<file path="src/rtl/bbox_msg_scheduler.sv">
// -----------------------------------------------------------------------------
// bbox_msg_scheduler
//
// Turns the per-colour bounding boxes from the image processor's trackers into
// CPU messages on the shared 32-bit message FIFO.
//
// Every Nth completed video frame, all boxes are snapshotted. For each enabled,
// non-empty box, one 3-word message is written:
//   HDR : {tag, colour char, "BB"}
//   TL  : {5'b0, x_min, 5'b0, y_min}
//   BR  : {5'b0, x_max, 5'b0, y_max}
//
// The starting colour rotates from one report to the next, so no colour is
// always last when the FIFO is nearly full. A message is written only when the
// FIFO can take the whole message. Reports that cannot be launched and
// messages that cannot be written are counted in drop_count.
//
// Optional feature (compile-time macro BBOX_MSG_SEQ_EN):
//   defined     : HDR[31:24] carries an 8-bit report sequence number. It is 0
//                 after reset, increments once per launched report, is shared
//                 by every message of that report, and wraps from 255 to 0.
//   not defined : HDR[31:24] is 8'h00 and no sequence register exists.
//
// Ports
//   clk           in   1     system clock
//   rst           in   1     synchronous reset, active-high
//   frame_done    in   1     1-cycle pulse at the end of a video packet
//   bbox_in       in   220   colour i at [44*i +: 44] = {x_min,y_min,x_max,y_max}
//   cfg_interval  in   8     report every N frames (0 is treated as 1)
//   cfg_colour_en in   5     per-colour report enable
//   fifo_usedw    in   8     message FIFO fill level
//   fifo_wr       out  1     FIFO write strobe (registered)
//   fifo_data     out  32    FIFO write data (registered)
//   busy          out  1     high while a report is in progress
//   drop_count    out  16    dropped reports and messages, saturating
// -----------------------------------------------------------------------------
module bbox_msg_scheduler #(
  parameter int NUM_COL    = 5,
  parameter int COORD_W    = 11,
  parameter int FIFO_DEPTH = 256,
  parameter int MSG_WORDS  = 3
) (
  input  logic                            clk,
  input  logic                            rst,
  input  logic                            frame_done,
  input  logic [NUM_COL*4*COORD_W-1:0]    bbox_in,
  input  logic [7:0]                      cfg_interval,
  input  logic [NUM_COL-1:0]              cfg_colour_en,
  input  logic [$clog2(FIFO_DEPTH)-1:0]   fifo_usedw,
  output logic                            fifo_wr,
  output logic [31:0]                     fifo_data,
  output logic                            busy,
  output logic [15:0]                     drop_count
);

  localparam int IDX_W   = $clog2(NUM_COL);
  localparam int VIS_W   = $clog2(NUM_COL + 1);
  localparam int USEDW_W = $clog2(FIFO_DEPTH);
  localparam int PAD_W   = 16 - COORD_W;

  localparam logic [IDX_W-1:0] LAST_IDX  = IDX_W'(NUM_COL - 1);
  localparam logic [VIS_W-1:0] ALL_SEEN  = VIS_W'(NUM_COL);
  // The reserve of two messages covers the one-cycle lag between a write and
  // the FIFO's used-word count reflecting it, so the FIFO can never overflow.
  localparam logic [USEDW_W:0] SPACE_LIM = (USEDW_W + 1)'(FIFO_DEPTH - 2 * MSG_WORDS);

  typedef struct packed {
    logic [COORD_W-1:0] x_min;
    logic [COORD_W-1:0] y_min;
    logic [COORD_W-1:0] x_max;
    logic [COORD_W-1:0] y_max;
  } box_t;

  typedef enum logic [2:0] {
    S_IDLE,
    S_SCAN,
    S_HDR,
    S_TL,
    S_BR
  } state_t;

  // ---------------------------------------------------------------------------
  // Helpers
  // ---------------------------------------------------------------------------
  function automatic logic [IDX_W-1:0] next_idx(input logic [IDX_W-1:0] i);
    return (i == LAST_IDX) ? '0 : i + 1'b1;
  endfunction

  function automatic logic [7:0] col_char(input logic [IDX_W-1:0] i);
    logic [7:0] c;
    case (i)
      3'd0:    c = 8'h52;  // "R"
      3'd1:    c = 8'h59;  // "Y"
      3'd2:    c = 8'h47;  // "G"
      3'd3:    c = 8'h42;  // "B"
      3'd4:    c = 8'h50;  // "P"
      default: c = 8'h3F;  // "?" unreachable index
    endcase
    return c;
  endfunction

  // ---------------------------------------------------------------------------
  // State
  // ---------------------------------------------------------------------------
  state_t                  state;
  state_t                  state_next;
  logic [7:0]              frame_cnt;
  logic [IDX_W-1:0]        rr_ptr;
  logic [IDX_W-1:0]        idx;
  logic [VIS_W-1:0]        visited;
  logic [NUM_COL-1:0]      pending;
  box_t [NUM_COL-1:0]      snap;

  // ---------------------------------------------------------------------------
  // Decode
  // ---------------------------------------------------------------------------
  box_t [NUM_COL-1:0]      boxes_in;
  logic [NUM_COL-1:0]      pending_in;
  box_t                    cur_box;
  logic                    cur_pending;
  logic                    space_ok;
  logic                    all_visited;
  logic                    frame_hit;
  logic                    launch;
  logic                    skip_report;
  logic                    scan_drop;
  logic                    advance;
  logic [7:0]              reload;
  logic [7:0]              hdr_tag;

  assign boxes_in    = bbox_in;
  assign cur_box     = snap[idx];
  assign cur_pending = pending[idx];
  assign space_ok    = ({1'b0, fifo_usedw} < SPACE_LIM);
  assign all_visited = (visited == ALL_SEEN);

  // A launch attempt happens on the frame that brings the counter to zero.
  // If the previous report is still running (including its BR -> SCAN cycle),
  // the new report is skipped rather than queued.
  assign frame_hit   = frame_done && (frame_cnt == 8'd0);
  assign launch      = frame_hit && (state == S_IDLE);
  assign skip_report = frame_hit && (state != S_IDLE);
  assign reload      = (cfg_interval == 8'd0) ? 8'd0 : cfg_interval - 8'd1;

  assign scan_drop   = (state == S_SCAN) && !all_visited && cur_pending && !space_ok;
  assign advance     = ((state == S_SCAN) && !all_visited && !(cur_pending && space_ok))
                     || (state == S_BR);

  assign busy        = (state != S_IDLE);

  // NOTE: every variable written in a combinational block gets a default
  // first, so no path through the block can leave it holding a latch.
  always_comb begin
    pending_in = '0;
    for (int i = 0; i < NUM_COL; i++) begin
      pending_in[i] = cfg_colour_en[i]
                   && (boxes_in[i].x_min <= boxes_in[i].x_max)
                   && (boxes_in[i].y_min <= boxes_in[i].y_max);
    end
  end

  // ---------------------------------------------------------------------------
  // FSM: state register
  // ---------------------------------------------------------------------------
  // NOTE: sequential state uses non-blocking assignments so every register
  // samples values from before the edge, independent of statement order.
  always_ff @(posedge clk) begin
    if (rst) state <= S_IDLE;
    else     state <= state_next;
  end

  // ---------------------------------------------------------------------------
  // FSM: next-state logic
  // ---------------------------------------------------------------------------
  always_comb begin
    state_next = state;
    case (state)
      S_IDLE: if (launch) state_next = S_SCAN;
      S_SCAN: begin
        if (all_visited)                   state_next = S_IDLE;
        else if (cur_pending && space_ok)  state_next = S_HDR;
        else                               state_next = S_SCAN;
      end
      S_HDR:   state_next = S_TL;
      S_TL:    state_next = S_BR;
      S_BR:    state_next = S_SCAN;
      default: state_next = S_IDLE;
    endcase
  end

  // ---------------------------------------------------------------------------
  // FSM: output logic
  // Outputs are computed from the state being entered and registered, so the
  // write strobe is high exactly during the HDR, TL and BR cycles.
  // ---------------------------------------------------------------------------
  logic        wr_d;
  logic [31:0] data_d;

  always_comb begin
    wr_d   = 1'b0;
    data_d = '0;
    case (state_next)
      S_HDR: begin
        wr_d   = 1'b1;
        data_d = {hdr_tag, col_char(idx), 16'h4242};
      end
      S_TL: begin
        wr_d   = 1'b1;
        data_d = {{PAD_W{1'b0}}, cur_box.x_min, {PAD_W{1'b0}}, cur_box.y_min};
      end
      S_BR: begin
        wr_d   = 1'b1;
        data_d = {{PAD_W{1'b0}}, cur_box.x_max, {PAD_W{1'b0}}, cur_box.y_max};
      end
      default: begin
        wr_d   = 1'b0;
        data_d = '0;
      end
    endcase
  end

  always_ff @(posedge clk) begin
    if (rst) begin
      fifo_wr   <= 1'b0;
      fifo_data <= '0;
    end else begin
      fifo_wr   <= wr_d;
      fifo_data <= data_d;
    end
  end

  // ---------------------------------------------------------------------------
  // Frame counter and round-robin pointer
  // ---------------------------------------------------------------------------
  always_ff @(posedge clk) begin
    if (rst) begin
      frame_cnt <= 8'd0;
      rr_ptr    <= '0;
    end else begin
      if (frame_done) begin
        frame_cnt <= (frame_cnt == 8'd0) ? reload : frame_cnt - 8'd1;
      end
      if (launch) begin
        rr_ptr <= next_idx(rr_ptr);
      end
    end
  end

  // ---------------------------------------------------------------------------
  // Report snapshot and scan position
  // ---------------------------------------------------------------------------
  // NOTE: the snapshot is reset along with everything else, so a reset
  // mid-report leaves no stale box data.
  always_ff @(posedge clk) begin
    if (rst) begin
      snap    <= '0;
      pending <= '0;
      idx     <= '0;
      visited <= '0;
    end else if (launch) begin
      snap    <= boxes_in;
      pending <= pending_in;
      idx     <= rr_ptr;
      visited <= '0;
    end else if (advance) begin
      idx     <= next_idx(idx);
      visited <= visited + 1'b1;
    end
  end

  // ---------------------------------------------------------------------------
  // Drop counter: a skipped report and a message dropped in the same cycle
  // both count, and the sum saturates.
  // ---------------------------------------------------------------------------
  logic [1:0]  drop_inc;
  logic [16:0] drop_sum;

  assign drop_inc = {1'b0, skip_report} + {1'b0, scan_drop};
  assign drop_sum = {1'b0, drop_count} + {15'b0, drop_inc};

  always_ff @(posedge clk) begin
    if (rst) drop_count <= 16'd0;
    else     drop_count <= drop_sum[16] ? 16'hFFFF : drop_sum[15:0];
  end

  // ---------------------------------------------------------------------------
  // Header tag
  // ---------------------------------------------------------------------------
`ifdef BBOX_MSG_SEQ_EN
  logic [7:0] seq_cnt;
  logic [7:0] report_seq;

  // seq_cnt is the number for the next report; report_seq holds the number
  // of the report in progress so all of its headers agree.
  always_ff @(posedge clk) begin
    if (rst) begin
      seq_cnt    <= 8'd0;
      report_seq <= 8'd0;
    end else if (launch) begin
      seq_cnt    <= seq_cnt + 8'd1;
      report_seq <= seq_cnt;
    end
  end

  assign hdr_tag = report_seq;
`else
  assign hdr_tag = 8'h00;
`endif

endmodule

</file>
<file path="config.mk">
export PLATFORM = sky130hd
export DESIGN_NAME = bbox_msg_scheduler
export DESIGN_NICKNAME = d
export VERILOG_FILES = /design/src/rtl/bbox_msg_scheduler.sv
export SDC_FILE = /design/constraint.sdc
export NUM_CORES = 1
export LEC_CHECK = 0
export CAP_MARGIN = 20
export CORE_MARGIN = 1
export CORE_UTILIZATION = 50
export DETAILED_ROUTE_END_ITERATION = 7
export HOLD_SLACK_MARGIN = 0.06
export PLACE_DENSITY = 0.79
export SYNTH_ARGS = -nofsm -noshare
export SYNTH_HDL_FRONTEND = slang
export SYNTH_SLANG_ARGS = --single-unit
</file>
<file path="constraint.sdc">
create_clock -name clk -period 7.14 [get_ports clk]
set_clock_uncertainty 0.2 [all_clocks]
set_input_delay 0.714 -clock clk [delete_from_list [all_inputs] [get_ports clk]]
set_output_delay 0.714 -clock clk [all_outputs]
set_load 0.01 [all_outputs]
</file>
# After elaboration in Yosys (flattened, before gate mapping)
# Cells that the tools add are included.
# word_totals
ff_bits	294
input_bits	244
output_inout_bits	50
wordCells	109
# op_classes
n_addsub	7
n_lt_le_gt_ge	12
eq_ne	13
mux	18
reduce_logical	30
# ops
cell	count
$bmux W44 S3	1
$le A11 B11 Y1	10
$pmux W27 S3	1
$mux W44	1
$pmux W7 S5	1
$eq A3 B2 Y1 const B	6
$logic_and A1 B1 Y1	18
$add A16 B2 Y17	1
$logic_not A8 Y1	2
$mux W16	1
$mux W8	2
$sub A8 B1 Y8 const B	2
$eq A3 B3 Y1 const B	5
$mux W3	5
$pmux W3 S5	1
$add A3 B1 Y3 const B	3
$lt A8 B8 Y1 const B	1
$eq A3 B1 Y1 const B	2
$logic_not A3 Y1	2
$lt A3 B4 Y1 const B	1
$mux W2	2
$bmux W1 S3	1
$logic_not A1 Y1	3
$reduce_bool A3 Y1	1
6 further kinds	7

# Logic depth before layout (Yosys ltp)
# Gate-level depths: netlist of run 1.
# logic_depth
depth_word	9
mapped_depth	13
depth_no_buf	13

# Worst setup path after synthesis of run 1
# Ideal clock, no wire load.
# synth_path
path_type	register to register
startpoint	register frame_cnt[2]
endpoint	register drop_count[13]
setup_time_ns	0.070
arrival_time_ns	3.218
t_required_ns	6.870
path_slack_ns	3.652
path_stages_with_launch	12
path_buffers	1
synth_period_minus_slack_ns	3.488
cell_sequence	dfxtp_1 -> or4_4 -> nor4b_4 -> and3_1 -> fa_1 -> ha_1 -> nand3_1 -> nor4_1 -> nand2_1 -> or2_2 -> clkbuf_1 -> a21oi_1
# synth_via
elab_chain_cells	6
# synth_lines
item	line	rtl
from (decl)	107	logic [7:0] frame_cnt;
from (signal assigned)	241	frame_cnt <= (frame_cnt == 8'd0) ? reload : frame_cnt - 8'd1;
$logic_not A8 Y1	140	assign frame_hit = frame_done && (frame_cnt == 8'd0);
$logic_and A1 B1 Y1	140	
$logic_and A1 B1 Y1	142	assign skip_report = frame_hit && (state != S_IDLE);
$add A1 B1 Y2	278	assign drop_inc = {1'b0, skip_report} + {1'b0, scan_drop};
$add A16 B2 Y17	279	assign drop_sum = {1'b0, drop_count} + {15'b0, drop_inc};
$mux W16	283	else drop_count <= drop_sum[16] ? 16'hFFFF : drop_sum[15:0];
to (signal assigned)	283	
to (decl)	53	output logic [15:0] drop_count
# No other way between the ends.
# A chain may end at the register's enable or synchronous reset.

# Worst setup path in the final report of run 1
# layout_path
startpoint	register idx[0]
endpoint	register drop_count[5]
# layout_via
elab_chain_cells	7
# layout_lines
item	line	rtl
from (decl)	109	logic [IDX_W-1:0] idx;
from (signal assigned)	263	idx <= rr_ptr;
from (signal assigned)	266	idx <= next_idx(idx);
$bmux W1 S3	133	assign cur_pending = pending[idx];
$mux W1 (not written as such)	133	
$logic_and A1 B1 Y1 (2 in series)	145	assign scan_drop = (state == S_SCAN) && !all_visited && cur_pending && !space_ok;
$add A1 B1 Y2	278	
$add A16 B2 Y17	279	
$mux W16	283	
# No other way between the ends. The select of a mux whose other input is x is not followed.

==> reports/qor.txt, run 1 <==
Global router's overall resource usage -> 31.6%
Count of max-cap constraint violations -> 0
Type of the worst setup path -> flip-flop to flip-flop
Slew margin rel. -> 28.6%
Total power per unit cell area -> 239 nW/µm²
Total iterations of the first detailed-routing run -> 6
Ratio of cells with drive above 1 in the final layout -> 5.31%
Count of instances resized after the clock tree is built -> 0
CP Launch Point -> idx[0]
Final min period -> 4000 ps
Area of combinational cells with multiple inputs -> 8180 µm²
Distinct cells, synth -> 61
Slowest CP cell -> nor4_1
Worst vdd ir -> 0.175 mV
Gpl congestion -> 0.952
Cell area after synthesis -> 14900 µm²
Starting Density -> 51.5%
Fraction of post-synthesis cell area in the top cell type by area -> 38.2%
Number of failing setup endpoints in the final timing report -> 0
CP arrival -> 4280 ps
Port Buf Inserts -> 283
Vias in the first global route -> 13800
CP dominant cell by count -> buf_4
Detailed Route Iter0 Violations -> 1548
Source-to-sink clock delay at the later pin of the worst-skew pair -> 560 ps
Number of enable-type register cells in the synthesized netlist -> 0
Reg area -> 5710 µm²
FF+latch count, synth -> 285
Upper clock frequency limit -> 250 MHz
Leading cell types in the layout, fill and taps excluded -> nand2_1 (474), a21oi_1 (297), dfxtp_1 (283)
Kind of launch point of the worst setup path -> flip-flop
Die width -> 175 µm
Number of hold violations in the final report -> 0
Number of primary I/O pins -> 294
Clock tree from TritonCTS -> done
CTS sink count -> 285
Vias per cell -> 5.76
Prevailing post-synth register cell -> dfxtp_1
Longest Clk Path Bufs -> 3
Core region area -> 29000 µm²
Worst reg2reg path endpoint -> drop_count[5]
Number of H-tree branching levels -> 1
Routed length per placed instance -> 19.9 µm
Result of the run -> finished clean
Cells after Synth -> 1852
Pins Over Slew Limit -> 0
Synth async-reset ratio -> 0%
Final global-route overflow total -> 0
Growth of design area from synthesis to finish -> 26.2%
Portion of the clock cycle consumed by the worst path in the final layout -> 56.1%
Post-detailed-placement half-perimeter wirelength -> 37600 µm
Number of cells traversed by the worst register-to-register path -> 13
WL final -> 49300 µm
Largest incremental delay on the critical path -> 510 ps
Setup TNS -> 0 ps
Wire length of the first global-routing pass -> 75100 µm
Root buffer cell -> clkbuf_16
Cts bufs inserted -> 30
Critical-path maximum fanout -> 63
Antenna violations before repair -> 3
Critical path endpoint category -> flip-flop
Total vias in the final route -> 14300
Standard-cell rows -> 62
Unrepaired setup endpoints after global routing -> false
HP Class -> flip-flop to flip-flop
Cell taking the most area after synthesis -> dfxtp_1
Required arrival time at the worst endpoint -> 7420 ps
Number of nets with antenna violations after routing -> 0
Number of fill cells -> 2466
Sequential area share after synthesis -> 38.2%
Destination of the critical timing path -> drop_count[5]
Final Net Count -> 2437
Mean Syn Cell Area -> 8.06 µm²
Die Outline Area -> 30600 µm²
Reported leakage power -> 7.15 nW
Worst-path clk slew -> 60 ps
FF-to-FF setup slack -> 3140 ps
Die span in y -> 175 µm
Hold-fix buffer count after cts -> 0
Leading cell type in the layout, fill and taps excluded -> nand2_1
Worst flop-to-flop path startpoint -> idx[0]
Worst-Margin Slew -> 1070 ps
Remaining DRCs -> 0
CP cell instances -> buf_4, nor3b_2, buf_4, a222oi_1, nor3_1, fa_1, ha_1, nand3_1, nor4_1, nand2_1, or2_2, o21a_1, nor2_1
Worst hold-check slack -> 249 ps
Cell types occupying the most area after synthesis -> dfxtp_1 (38%), nand2_1 (12%), ha_1 (10%)
Post-CTS Setup Repair Bufs -> 0
Ys Warns -> 0
Pin count of the biggest net entering global routing -> 117
-- cell families (layout without fill, tap and decap cells) --
group           count (synthesis)  count (layout)  synth area share [%]
compound gates                484             484                  18.9
xor+xnor                       17              17                 0.997
fa+ha+maj                     124             124                  10.4
buf+inv                       263             493                  7.37
flops                         285             285                  38.2
mux                            63              63                  6.85
other cells                     1              11                0.0251
simple gates                  615             615                  17.2
-- worst max-delay path, delay by kind of cell (launching register included) --
kind	cells	cell delay, ps
flip-flops	1	310
buffers and inverters	2	690
AO/OA/AOI/OAI	2	410
AND/OR/NAND/NOR	7	1850
adder cells (fa/ha/maj)	2	450
-- report_power, final --
part / internal [mW] / switching [mW] / leakage, nW
Combinational: 0.464 / 0.631 / 4.37
Sequential: 1.74 / 0.139 / 2.31
Clock: 0.880 / 0.649 / 0.468
Total: 3.08 / 1.42 / 7.15
-- stage by stage --
stage	utilization, %	area, µm²	worst slack (ps)	std cells	total power, mW
after floorplan	-	15000	3650	1860	2.57
after global routing	65.0	18900	2830	2476	4.70
after global placement	61.5	17800	3200	2418	2.94
after detailed placement	61.5	17800	3140	2418	2.97
final	65.0	18900	3140	2476	4.50
after CTS	64.8	18800	3160	2471	4.48
-- cell usage after synthesis, drive strengths merged (5+ instances only) --
cell,n
nand2,474
a21oi,297
dfxtp,285
inv,143
ha,123
clkbuf,76
buf,44
nor2,39
o21ai,35
a22oi,33
mux4,31
mux2i,28
o22ai,25
nand3,23
nand4,21
nand2b,13
nor3,13
o31ai,13
xnor2,11
a211oi,9
a31oi,9
and3,8
o221ai,8
a211o,7
a32oi,7
o21a,7
a22o,6
xor2,6
a21o,5
o2111ai,5
o211ai,5
o41ai,5
-- flip-flops by register name, summed over array words and instances, names as in the netlist --
name and count:
fifo_data 23, rr_ptr 3, snap 220, frame_cnt 8, pending 5, visited 3
fifo_wr 1, drop_count 16, state 3, idx 3
-- how the worst min path moves through the flow --
stage	start	end	slack (ps)	cells after the start
after floorplan	pending[2]	pending[2]	220	2
after CTS	snap[170]	snap[170]	250	2
after global placement	pending[3]	pending[3]	230	2
after global routing	snap[21]	snap[21]	270	2
after detailed placement	snap[43]	snap[43]	240	2
final	snap[170]	snap[170]	250	2
-- cell type report --
type	instances	share of cell area, %
Multi-Input combinational cell	1312	43.4
Sequential cell	285	30.3
Timing Repair Buffer	297	15.8
Clock buffer	41	4.58
Inverter	143	2.85
Tap cell	384	2.55
Clock inverter	12	0.538
Antenna cell	2	0.0265
-- layer usage --
layer	track usage [%]	routed length, µm	vias up
li1	-	-	6805
met1	41.3	20100	6690
met2	51.0	22900	646
met3	4.61	3880	123
met4	15.4	2420	0
met5	0	0	-
(Power assumes the default switching activity.)
==> run 2: changes to the inputs <==
==> constraint.sdc (replaced) <==
create_clock -name clk -period 4.1 [get_ports clk]
set_clock_uncertainty 0.2 [all_clocks]
set_input_delay 0.41 -clock clk [delete_from_list [all_inputs] [get_ports clk]]
set_output_delay 0.41 -clock clk [all_outputs]
set_load 0.01 [all_outputs]
==> reports/qor.txt, run 2 (same netlist as run 1, synthesis figures left out) <==
Busiest grt layer -> met2
Ratio of cells with drive above 1 in the final layout -> 5.54% (+0.23 points)
Met1 Track Usage GR -> 41.6% (+0.29 points)
Critical path endpoint category -> flip-flop
Wire length of the first global-routing pass -> 75800 µm (+0.94%)
WL final -> 49700 µm (+0.93%)
Reported leakage power -> 7.21 nW (+0.81%)
Gpl congestion -> 0.957 (+0.55%)
Unrepaired setup endpoints after global routing -> false
Reg area -> 5710 µm² (unchanged)
Remaining DRCs -> 0 (unchanged)
Number of primary I/O pins -> 294 (unchanged)
Global router's overall resource usage -> 31.8% (+0.17 points)
Total power per unit cell area -> 421 nW/µm² (+76%)
Final min period -> 3610 ps (-394 ps)
Vias in the first global route -> 13600 (-1.6%)
Die width -> 175 µm (unchanged)
Count of instances resized after the clock tree is built -> 0 (unchanged)
Result of the run -> finished clean
Dominant delay contributor by cell family on the critical path -> simple AND/OR/NAND/NOR gates
Slew margin rel. -> 38.0% (+9.3 points)
Die Outline Area -> 30600 µm² (unchanged)
Worst-Margin Slew -> 923 ps (-144 ps)
Pin count of the biggest net entering global routing -> 173 (+48%)
Source-to-sink clock delay at the later pin of the worst-skew pair -> 570 ps (about the same)
Root buffer cell -> clkbuf_16
Largest registers ranked by flip-flop count -> snap x220, fifo_data x23, drop_count x16
Hold-fix buffer count after cts -> 0 (unchanged)
Final Net Count -> 2441 (+0.16%)
Start point of the worst hold path -> rst
Antenna violations before repair -> 0 (-3)
Buffers & Inverters on Critical Path -> 0 (-2)
Worst flop-to-flop path startpoint -> frame_cnt[2]
Growth of design area from synthesis to finish -> 26.8%
Standard-cell rows -> 62 (unchanged)
Die span in y -> 175 µm (unchanged)
Slowest CP cell -> or4_4
FF-to-FF setup slack -> 490 ps (-2650 ps)
Largest register by flop count -> snap
HP Class -> input pin to flip-flop
Number of hold violations in the final report -> 0 (unchanged)
Number of failing setup endpoints in the final timing report -> 0 (unchanged)
Final global-route overflow total -> 0 (unchanged)
Number of nets with antenna violations after routing -> 0 (unchanged)
Leading cell type in the layout, fill and taps excluded -> nand2_1
Met3 Use GR -> 4.35% (-0.26 points)
Met2 capacity usage during global routing -> 53.5% (+2.5 points)
Worst Hold Endpoint -> state[0]
Final cell count without fillers -> 2478 (+0.081%)
Type of the worst setup path -> flip-flop to flip-flop
CP arrival -> 3910 ps (-370 ps)
Longest Clk Path Bufs -> 3 (unchanged)
Post-CTS Setup Repair Bufs -> 0 (unchanged)
Largest incremental delay on the critical path -> 580 ps (+70 ps)
Port Buf Inserts -> 283 (unchanged)
Detailed Route Iter0 Violations -> 1550 (+0.13%)
Vias per cell -> 5.79 (+0.46%)
Total iterations of the first detailed-routing run -> 7 (+1)
Required arrival time at the worst endpoint -> 4400 ps (-3020 ps)
Count of max-cap constraint violations -> 0 (unchanged)
CP cell instances -> or4_4, nor4b_4, and3_1, fa_1, ha_1, nand3_1, nor4_1, nand2_1, or2_2, o21a_1, nor2_1
Kind of launch point of the worst setup path -> flip-flop
Post-detailed-placement half-perimeter wirelength -> 38200 µm (+1.7%)
Area of combinational cells with multiple inputs -> 8180 µm² (unchanged)
Portion of the clock cycle consumed by the worst path in the final layout -> 88.1% (+32 points)
Cts bufs inserted -> 30 (unchanged)
Worst reg2reg path endpoint -> drop_count[5]
Cell depth of the worst min-delay path -> 2 (unchanged)
Number of H-tree branching levels -> 1 (unchanged)
Number of fill cells -> 2448 (-0.73%)
Pins Over Slew Limit -> 0 (unchanged)
Starting Density -> 51.5% (unchanged)
Total vias in the final route -> 14300 (+0.54%)
Upper clock frequency limit -> 277 MHz (+11%)
Number of cells traversed by the worst register-to-register path -> 11 (-2)
Setup TNS -> 0 ps (unchanged)
Diodes inserted -> 0 (-2)
Largest register FFs -> 220 (unchanged)
Worst vdd ir -> 0.333 mV (+91%)
Worst-path clk slew -> 60 ps (about the same)
Clock tree from TritonCTS -> done
Core region area -> 29000 µm² (unchanged)
Leading cell types in the layout, fill and taps excluded -> nand2_1 (474), a21oi_1 (297), dfxtp_1 (283)
Routed length per placed instance -> 20.1 µm (+0.85%)
CTS sink count -> 285 (unchanged)
Placed cell count -> 2425 (+0.29%)
Critical-path maximum fanout -> 13 (-79%)
[run 2: cell types whose count changed in the layout (fill, tap and decap cells not counted), sizes merged]
cell,change
buf,+5
bufinv,+1
clkinv,+3
clkinvlp,-4
diode,-2
inv,-1
[run 2: layout make-up]
class | count | area share [%]
inverters | 143 | 2.84
multi-input cells | 1312 | 43.2
repair buffers | 301 | 15.9
clock inverters | 11 | 0.674
clock buffers | 42 | 4.69
well taps | 384 | 2.54
flip-flops and latches | 285 | 30.2
[run 2: worst max-delay path by stage]
| stage | start | depth (start not counted) | to | slack (ps) |
|---|---|---|---|---|
| after floorplan | frame_cnt[2] | 11 | drop_count[13] | 610 |
| after global placement | fifo_usedw[5] | 12 | drop_count[5] | 670 |
| after detailed placement | fifo_usedw[2] | 12 | drop_count[5] | 520 |
| after CTS | frame_cnt[2] | 11 | drop_count[5] | 490 |
| after global routing | idx[2] | 11 | drop_count[5] | 230 |
| final | frame_cnt[2] | 11 | drop_count[5] | 490 |
[run 2: where the power goes]
| part | switching, mW | internal (mW) | total [mW] |
|---|---|---|---|
| Sequential | 0.220 | 3.03 | 3.25 |
| Clock | 1.15 | 1.63 | 2.78 |
| Combinational | 1.12 | 0.816 | 1.94 |
[run 2: metal layers]
layer | share of wire, % | vias up
li1 | - | 6802
met1 | 41 | 6810
met4 | 3.6 | 0
met5 | 0 | -
met2 | 48 | 627
met3 | 8.1 | 102
[run 2: worst register-to-register path, cell delays in order (launching register included)]
cell and delay (ps):
dfxtp_1 340, or4_4 580, nor4b_4 290, and3_1 220, fa_1 230, ha_1 210, nand3_1 80, nor4_1 540
nand2_1 190, or2_2 450, o21a_1 150, nor2_1 70
[run 2: stage by stage]
step	cell area (µm²)	util, %	total power, mW	setup slack, ps	hold WS [ps]
after floorplan	15000	-	4.48	612	219
after global placement	17900	61.7	5.15	667	235
after detailed placement	17900	61.7	5.20	522	244
after CTS	18900	65.2	7.95	490	111
after global routing	18900	65.2	8.30	232	140
final	18900	65.2	7.97	490	111
==> run 3: changes to the inputs <==
--- a/config.mk
+++ b/config.mk
@@ -9,8 +9,9 @@
 export CORE_MARGIN = 1
 export CORE_UTILIZATION = 50
 export DETAILED_ROUTE_END_ITERATION = 7
-export HOLD_SLACK_MARGIN = 0.06
-export PLACE_DENSITY = 0.79
+export HOLD_SLACK_MARGIN = 0.03
+export MAX_ROUTING_LAYER = met4
+export PLACE_DENSITY = 0.74
 export SYNTH_ARGS = -nofsm -noshare
 export SYNTH_HDL_FRONTEND = slang
 export SYNTH_SLANG_ARGS = --single-unit
==> reports/qor.txt, run 3 (same netlist as run 1, synthesis figures left out) <==
Int Power -> 5.79 mW (+5.7%)
Overall power consumption -> 8.28 mW (+4.0%)
Leading cell types in the layout, fill and taps excluded -> nand2_1 (474), a21oi_1 (297), dfxtp_1 (283)
Gpl congestion -> 0.963 (+0.63%)
Upper clock frequency limit -> 281 MHz (+1.6%)
Type of the worst setup path -> flip-flop to flip-flop
Cts bufs inserted -> 30 (unchanged)
Number of fill cells -> 2497 (+2.0%)
CP cell instances -> or4_4, nor4b_4, and3_1, fa_1, ha_1, nand3_1, nor4_1, nand2_1, or2_2, o21a_1, nor2_1
FF-to-FF setup slack -> 550 ps (+60 ps)
HP Class -> input pin to flip-flop
Total vias in the final route -> 14300 (-0.26%)
Die span in y -> 175 µm (unchanged)
Ratio of cells with drive above 1 in the final layout -> 5.72% (+0.18 points)
Post-detailed-placement half-perimeter wirelength -> 37700 µm (-1.4%)
Number of cells traversed by the worst register-to-register path -> 11 (unchanged)
Starting Density -> 51.5% (unchanged)
Remaining DRCs -> 0 (unchanged)
Clock tree from TritonCTS -> done
Global router's overall resource usage -> 32.4% (+0.69 points)
Vias in the first global route -> 13600 (+0.059%)
Longest Clk Path Bufs -> 3 (unchanged)
Leading cell type in the layout, fill and taps excluded -> nand2_1
Dominant delay contributor by cell family on the critical path -> simple AND/OR/NAND/NOR gates
Total stage count of the critical path -> 11 (unchanged)
Worst vdd ir -> 0.335 mV (+0.45%)
WL final -> 49500 µm (-0.53%)
Result of the run -> finished clean
Number of primary I/O pins -> 294 (unchanged)
Critical path endpoint category -> flip-flop
Number of H-tree branching levels -> 1 (unchanged)
Critical-path maximum fanout -> 13 (unchanged)
Largest incremental delay on the critical path -> 600 ps (+20 ps)
Wire length of the first global-routing pass -> 74700 µm (-1.4%)
Unrepaired setup endpoints after global routing -> false
Total iterations of the first detailed-routing run -> 5 (-2)
CP arrival -> 3850 ps (-60 ps)
Reported leakage power -> 7.27 nW (+0.91%)
Final Net Count -> 2442 (+0.041%)
Source-to-sink clock delay at the later pin of the worst-skew pair -> 560 ps (about the same)
Detailed Route Iter0 Violations -> 1470 (-5.2%)
Pins Over Slew Limit -> 0 (unchanged)
Root buffer cell -> clkbuf_16
Net switching power figure -> 2.49 mW (about the same)
Setup TNS -> 0 ps (unchanged)
Final min period -> 3550 ps (-55.3 ps)
Diodes inserted -> 0 (unchanged)
Count of max-cap constraint violations -> 0 (unchanged)
Area of combinational cells with multiple inputs -> 8180 µm² (unchanged)
Number of hold violations in the final report -> 0 (unchanged)
Standard-cell rows -> 62 (unchanged)
Vias per cell -> 5.77 (-0.39%)
Count of instances resized after the clock tree is built -> 0 (unchanged)
Growth of design area from synthesis to finish -> 27.7%
Slew margin rel. -> 31.0% (-7.0 points)
Hold-fix buffer count after cts -> 1 (+1)
Buffers & Inverters on Critical Path -> 0 (unchanged)
Switching share of power -> 30.1% (-1.2 points)
Total power per unit cell area -> 434 nW/µm² (+3.2%)
Core region area -> 29000 µm² (unchanged)
Final global-route overflow total -> 0 (unchanged)
Port Buf Inserts -> 283 (unchanged)
Reg area -> 5710 µm² (unchanged)
Portion of the clock cycle consumed by the worst path in the final layout -> 86.7% (-1.3 points)
Pin count of the biggest net entering global routing -> 224 (+29%)
Routed length per placed instance -> 19.9 µm (-0.65%)
Cell depth of the worst min-delay path -> 3 (+1)
Clk pwr share -> 37.2% (+2.4 points)
Worst-Margin Slew -> 1040 ps (+113 ps)
Post-CTS Setup Repair Bufs -> 0 (unchanged)
Largest register by flop count -> snap
Die width -> 175 µm (unchanged)
Largest registers ranked by flip-flop count -> snap x220, fifo_data x23, drop_count x16
Number of nets with antenna violations after routing -> 0 (unchanged)
Kind of launch point of the worst setup path -> flip-flop
Required arrival time at the worst endpoint -> 4390 ps (about the same)
Worst-path clk slew -> 60 ps (about the same)
Share of power burned in registers -> 39.2% (-1.6 points)
Largest register FFs -> 220 (unchanged)
Combinational group share of total power -> 23.6% (-0.8 points)
Antenna violations before repair -> 3 (+3)
Die Outline Area -> 30600 µm² (unchanged)
CTS sink count -> 285 (unchanged)
Slowest CP cell -> or4_4
Number of failing setup endpoints in the final timing report -> 0 (unchanged)
## run 3: routing by layer
metal / vias up / track usage [%] / routed length [µm]
li1: 6813 / - / -
met1: 6736 / 40.8 / 20100
met2: 629 / 51.7 / 23100
met3: 125 / 4.13 / 3850
met4: 0 / 15.5 / 2450
met5: - / - / 0
## run 3: worst min-delay path: stages
cell	delay [ps]
clkdlybuf4s50_1	410
nand2_1	70
a21oi_1	60
## run 3: layout make-up
cell class / instances / area share, %
Timing Repair Buffer: 302 / 15.8
Sequential cell: 285 / 30.0
Clock buffer: 40 / 4.61
Inverter: 143 / 2.82
Multi-Input combinational cell: 1312 / 42.9
Clock inverter: 15 / 1.37
Tap cell: 384 / 2.52
## run 3: power by group through the flow
stage | clock network (mW) | registers [mW] | logic, mW
6_report | 3.08 | 3.25 | 1.95
5_1_grt | 3.22 | 3.27 | 2.13
4_1_cts | 3.10 | 3.24 | 1.93
3_5_place_dp | 0 | 3.29 | 1.92
3_3_place_gp | 0 | 3.28 | 1.88
2_1_floorplan | 0 | 3.18 | 1.29
## run 3: per-stage QoR
step / util [%] / setup WS, ps / area [µm²] / instances / hold WS [ps]
final: 65.7 / 545 / 19100 / 2481 / 238
after global routing: 65.7 / 240 / 19100 / 2481 / 265
after CTS: 65.7 / 553 / 19100 / 2481 / 230
after detailed placement: 61.7 / 536 / 17900 / 2425 / 242
after global placement: 61.7 / 567 / 17900 / 2425 / 235
after floorplan: - / 612 / 15000 / 1860 / 219
## run 3: path summary, 6_finish.rpt
check / start / end
setup reg to reg: frame_cnt[2] / drop_count[5]
hold / removal: bbox_in[56] / snap[56]
setup / recovery: frame_cnt[2] / drop_count[5]
hold reg to reg: snap[145] / snap[145]
